==> config.mk <==
export PLATFORM = sky130hd
export DESIGN_NAME = ex_hazard_ctrl
export DESIGN_NICKNAME = d
export VERILOG_FILES = /design/src/rtl/ex_hazard_ctrl.sv
export SDC_FILE = /design/constraint.sdc
export NUM_CORES = 1
export LEC_CHECK = 0
export CORE_MARGIN = 2
export CORE_UTILIZATION = 47
export CTS_CLUSTER_DIAMETER = 100
export CTS_CLUSTER_SIZE = 25
export DETAILED_ROUTE_END_ITERATION = 10
export PLACE_DENSITY = 0.81
export SKIP_LAST_GASP = 1
export SYNTH_ARGS = -nofsm -noshare
export SYNTH_HDL_FRONTEND = slang
export SYNTH_SLANG_ARGS = --single-unit
==> constraint.sdc <==
create_clock -name clk -period 3 [get_ports clk]
set_input_delay 0.6 -clock clk [delete_from_list [all_inputs] [get_ports clk]]
set_output_delay 0.6 -clock clk [all_outputs]
set_load 0.02 [all_outputs]
==> src/rtl/ex_hazard_ctrl.sv <==
// EX-stage hazard controller: operand forwarding, load-use bubbles and a
// RUN/BUSY FSM that stalls the pipe for a multi-cycle unit with a timeout.
module ex_hazard_ctrl #(
  parameter int unsigned MAX_WAIT = 64
) (
  input  logic        clk,
  input  logic        rst,
  input  logic [4:0]  if_id_rs1,
  input  logic [4:0]  if_id_rs2,
  input  logic [4:0]  id_ex_rs1,
  input  logic [4:0]  id_ex_rs2,
  input  logic [4:0]  id_ex_rd,
  input  logic        id_ex_mem_read,
  input  logic [4:0]  ex_mem_rd,
  input  logic        ex_mem_reg_write,
  input  logic [4:0]  mem_wb_rd,
  input  logic        mem_wb_reg_write,
  input  logic        mdu_start,
  input  logic        mdu_done,
  output logic [1:0]  forward_a,
  output logic [1:0]  forward_b,
  output logic        pc_write,
  output logic        if_id_write,
  output logic        id_ex_write,
  output logic        id_ex_flush,
  output logic        ex_mem_bubble,
  output logic        mdu_busy,
  output logic        mdu_timeout,
  output logic [31:0] stall_cycles
);

  localparam int unsigned WW = (MAX_WAIT > 1) ? $clog2(MAX_WAIT) : 1;
  localparam logic [WW-1:0] LAST_WAIT = WW'(MAX_WAIT - 1);

  typedef enum logic {RUN = 1'b0, BUSY = 1'b1} state_t;

  state_t          state, state_nxt;
  logic [WW-1:0]   wait_cnt;
  logic            timeout_q;
  logic [31:0]     stall_q;
  logic            timeout_hit;
  logic            mdu_stall;
  logic            load_use;

  // EX/MEM result is younger than MEM/WB, so it wins when both match.
  function automatic logic [1:0] fwd_sel(
    input logic [4:0] rs,
    input logic [4:0] mem_rd,
    input logic       mem_we,
    input logic [4:0] wb_rd,
    input logic       wb_we
  );
    if (mem_we && (mem_rd != 5'd0) && (mem_rd == rs))
      return 2'b10;
    else if (wb_we && (wb_rd != 5'd0) && (wb_rd == rs))
      return 2'b01;
    else
      return 2'b00;
  endfunction

  always_comb begin
    state_nxt     = state;
    timeout_hit   = 1'b0;
    mdu_stall     = 1'b0;
    load_use      = 1'b0;
    forward_a     = 2'b00;
    forward_b     = 2'b00;
    pc_write      = 1'b1;
    if_id_write   = 1'b1;
    id_ex_write   = 1'b1;
    id_ex_flush   = 1'b0;
    ex_mem_bubble = 1'b0;

    if (!rst) begin
      timeout_hit = (state == BUSY) && (wait_cnt == LAST_WAIT) && !mdu_done;
      mdu_stall   = ((state == RUN) && mdu_start && !mdu_done) ||
                    ((state == BUSY) && !mdu_done && !timeout_hit);
      load_use    = (state == RUN) && !mdu_start && id_ex_mem_read &&
                    (id_ex_rd != 5'd0) &&
                    ((id_ex_rd == if_id_rs1) || (id_ex_rd == if_id_rs2));

      forward_a = fwd_sel(id_ex_rs1, ex_mem_rd, ex_mem_reg_write, mem_wb_rd, mem_wb_reg_write);
      forward_b = fwd_sel(id_ex_rs2, ex_mem_rd, ex_mem_reg_write, mem_wb_rd, mem_wb_reg_write);

      case (state)
        RUN:     if (mdu_start && !mdu_done) state_nxt = BUSY;
        BUSY:    if (mdu_done || timeout_hit) state_nxt = RUN;
        default: state_nxt = RUN;
      endcase

      // Freeze the front end and keep the MDU op in EX; EX/MEM gets NOPs.
      if (mdu_stall) begin
        pc_write      = 1'b0;
        if_id_write   = 1'b0;
        id_ex_write   = 1'b0;
        ex_mem_bubble = 1'b1;
      end else if (load_use) begin
        pc_write      = 1'b0;
        if_id_write   = 1'b0;
        id_ex_flush   = 1'b1;
      end
    end
  end

  assign mdu_busy     = (state == BUSY) && !rst;
  assign mdu_timeout  = timeout_q && !rst;
  assign stall_cycles = rst ? 32'd0 : stall_q;

  always_ff @(posedge clk) begin
    if (rst) begin
      state     <= RUN;
      wait_cnt  <= '0;
      timeout_q <= 1'b0;
      stall_q   <= 32'd0;
    end else begin
      state <= state_nxt;
      if (state == RUN)
        wait_cnt <= '0;
      else if (state_nxt == BUSY)
        wait_cnt <= wait_cnt + 1'b1;
      if (timeout_hit)
        timeout_q <= 1'b1;
      if (!pc_write && (stall_q != 32'hFFFF_FFFF))
        stall_q <= stall_q + 32'd1;
    end
  end

endmodule

==> impl_metrics.prom <==
# TYPE chip_impl_metric gauge
chip_impl_info{name="outcome",value="complete, no violations"} 1
chip_impl_metric{name="synthCells",unit=""} 322
chip_impl_metric{name="static-leakage-power",unit="nW"} 1.48
chip_impl_metric{name="n_antenna_cell",unit=""} 0
chip_impl_metric{name="initial_antenna_violation_count",unit=""} 0
chip_impl_metric{name="cts_inserted_buffers",unit=""} 5
chip_impl_metric{name="synth-edff-count",unit=""} 0
chip_impl_metric{name="synthesized_netlist_net_count",unit=""} 366
chip_impl_info{name="tritoncts",value="yes"} 1
chip_impl_metric{name="maxCapViolCount",unit=""} 0
chip_impl_metric{name="ctsLongestPathBuffers",unit=""} 2
chip_impl_metric{name="detail_route.iter0.violations",unit=""} 114
chip_impl_metric{name="postCtsSetupBuffers",unit=""} 0
chip_impl_metric{name="p_per_area",unit="nW/um2"} 310
chip_impl_metric{name="drtAntennaViolNets",unit=""} 0
chip_impl_metric{name="clock_sink_count",unit=""} 40
chip_impl_metric{name="post_layout_utilization_of_the_core",unit="%"} 70.2
chip_impl_info{name="critical_path.endpoint_type",value="output pin"} 1
chip_impl_metric{name="timing.clock.skew",unit="ps"} 14.8
chip_impl_metric{name="placementRows",unit=""} 27
chip_impl_metric{name="wire_length_of_the_first_global_routing_pass",unit="mm"} 11.2
chip_impl_metric{name="pin_count",unit=""} 85
chip_impl_metric{name="detail_route.wl_per_cell",unit="um"} 13.5
chip_impl_metric{name="ir_drop_worst_vdd",unit="uV"} 203
chip_impl_info{name="yosys_most_used_dff",value="dfxtp_1"} 1
chip_impl_metric{name="wirelength",unit="mm"} 6.78
chip_impl_metric{name="synth_area",unit="um2"} 2650
chip_impl_metric{name="final_layout_size_suffix_gt1_share",unit="%"} 14.2
chip_impl_metric{name="ys_seq_area_share",unit="%"} 30.2
chip_impl_info{name="timing.hold.worst.class",value="register to register"} 1
chip_impl_metric{name="timing.critical_path.required",unit="ps"} 2400
chip_impl_metric{name="timing.final.setup_violations",unit=""} 0
chip_impl_metric{name="initial_utilization",unit="%"} 48.4
chip_impl_metric{name="detailed_place_hpwl",unit="mm"} 5.23
chip_impl_metric{name="io_port_bufs",unit=""} 84
chip_impl_info{name="most-common-layout-cells",value="clkdlybuf4s50_1 (75), dfxtp_1 (40), nor2_1 (39)"} 1
chip_impl_metric{name="synthesis.yosys.warnings",unit=""} 0
chip_impl_metric{name="nets",unit=""} 472
chip_impl_info{name="synthDominantAreaCellType",value="dfxtp_1"} 1
chip_impl_info{name="clock-root-buffer",value="clkbuf_8"} 1
chip_impl_metric{name="synthArstFlopShare",unit="%"} 0
chip_impl_metric{name="die_area",unit="um2"} 6260
chip_impl_metric{name="tightest_slew",unit="ps"} 456
chip_impl_metric{name="crit_fanout",unit=""} 2
chip_impl_metric{name="drt_first_pass_iters",unit=""} 4
chip_impl_metric{name="hold_viol",unit=""} 0
chip_impl_metric{name="largest_net_degree_at_the_start_of_global_routing",unit=""} 39
chip_impl_metric{name="vias_per_cell",unit=""} 5.41
chip_impl_metric{name="post-route-min-period",unit="ps"} 2930
chip_impl_info{name="setup.worst_path.start_class",value="input port"} 1
chip_impl_metric{name="synth_area_per_cell",unit="um2"} 8.23
chip_impl_metric{name="cts.htree.levels",unit=""} 2
chip_impl_metric{name="die_w",unit="um"} 79.1
chip_impl_metric{name="gp_congestion",unit=""} 0.824
chip_impl_info{name="mostFrequentLayoutCell",value="clkdlybuf4s50_1"} 1
chip_impl_metric{name="groute.usage.overall",unit="%"} 22.3
chip_impl_info{name="synthTopCellsByArea",value="dfxtp_1 (30%), xor2_1 (7.3%), nor2b_1 (7.1%)"} 1
chip_impl_metric{name="grt_pass1_vias",unit=""} 2614
chip_impl_metric{name="slew_headroom",unit="%"} 69.3
chip_impl_metric{name="timing_max_transition_violations_final",unit=""} 0
chip_impl_metric{name="postSynthRegisterBits",unit=""} 40
chip_impl_metric{name="clk_latency",unit="ps"} 310
chip_impl_metric{name="routed-via-count",unit=""} 2708
chip_impl_metric{name="timing.final.crit_share",unit="%"} 97.7
chip_impl_metric{name="synth_top_area_share",unit="%"} 30.2
chip_impl_metric{name="synth.distinct_cells",unit=""} 47
chip_impl_metric{name="area_delta_synth_final",unit="%"} 45.0
chip_impl_metric{name="die_height",unit="um"} 79.1
chip_impl_metric{name="arrival",unit="ps"} 2330
chip_impl_metric{name="max_freq",unit="GHz"} 0.341
chip_impl_metric{name="grt_overflow",unit=""} 0
chip_impl_metric{name="clk_pin_slew_worst_setup_hold_paths",unit="ps"} 80
chip_impl_metric{name="drt_drc_violations_left",unit=""} 0
chip_impl_metric{name="core_region_area",unit="um2"} 5470
chip_impl_info{name="crit_type",value="input port to output pin"} 1
chip_impl_metric{name="total_power",unit="mW"} 1.19
-- through the flow --
step / cell area, um2 / std cells / hold slack (ps) / worst slack [ps] / setup TNS [ps]
floorplan: 2650 / 322 / 432 / 162 / 0
global placement: 3720 / 493 / 444 / -492 / -1920
detailed placement: 3720 / 493 / 461 / -509 / -2020
CTS: 3820 / 501 / 479 / -133 / -133
global route: 3840 / 501 / 540 / -7.03 / -7.03
finish: 3840 / 501 / 478 / 69.0 / 0
-- state kept, by name, summed over array words and instances (netlist names) --
register,cells
timeout_q,1
stall_q,32
state,1
wait_cnt,6
-- report_power, final --
| part | total, mW | internal [mW] | switching (mW) |
|---|---|---|---|
| registers | 0.534 | 0.532 | 0.00185 |
| logic | 0.201 | 0.111 | 0.0900 |
| clock network | 0.458 | 0.251 | 0.208 |
-- worst paths after layout --
kind	end	slack, ps	from	cells past startpoint
setup / recovery	forward_b[0]	70	mem_wb_rd[4]	6
hold / removal	timeout_q	480	timeout_q	2
setup reg to reg	stall_q[14]	640	wait_cnt[0]	8
hold reg to reg	timeout_q	480	timeout_q	2
-- synthesized netlist by cell type, types with 2 or more instances --
cell type / number
a21o_1: 2
a21oi_1: 4
a22oi_2: 2
and3_1: 5
and4_1: 5
buf_2: 3
buf_6: 2
clkbuf_1: 8
dfxtp_1: 40
ha_1: 2
inv_1: 10
mux2_1: 14
mux2_4: 3
mux2i_1: 2
nand2_1: 24
nand3_1: 17
nand4_1: 9
nor2_1: 39
nor2b_1: 30
nor3_1: 10
nor3_2: 2
nor4_1: 5
nor4_2: 2
o21ai_0: 12
or3_1: 3
or4_1: 11
xnor2_1: 15
xor2_1: 22
-- critical path: stages --
cell	delay (ps)
clkdlybuf4s50_1	410
buf_4	150
xor2_1	150
or4_1	530
nor4_2	300
buf_4	190
-- logic make-up (layout without fill, tap and decap cells) --
| kind of cell | count (synthesis) | count (layout) | share of synthesized area, % |
|---|---|---|---|
| simple gates | 169 | 169 | 34.9 |
| flops | 40 | 40 | 30.2 |
| xor+xnor | 37 | 37 | 12.2 |
| compound gates | 31 | 31 | 9.06 |
| buf+inv | 24 | 131 | 4.25 |
| mux | 19 | 19 | 8.40 |
| fa+ha+maj | 2 | 2 | 0.944 |
-- repair_timing --
action | 4_1_cts | 5_1_grt
pin swaps | 0 | 3
gates resized for setup | 12 | 10
setup endpoints to repair | 7 | 3
hold buffers | 0 | 0
-- area by class of cell --
type                    count  area (um2)
fillers                   465        1630
flip-flops and latches     40         801
well taps                  72        90.1
clock inverters             3        46.3
clock buffers               5        68.8
repair buffers            113        1040
multi-input cells         258        1760
inverters                  10        37.5
-- layer usage --
layer | track usage, % | part of all wire [%] | routed length [um] | vias to the layer above
met1 | 24.6 | 40 | 2720 | 1276
li1 | - | - | - | 1342
met3 | 5.23 | 6.5 | 441 | 10
met5 | 0 | 0 | 0 | -
met4 | 6.38 | 1.9 | 128 | 0
met2 | 42.0 | 51 | 3490 | 80
No activity file was read; power rests on OpenSTA's default activity.
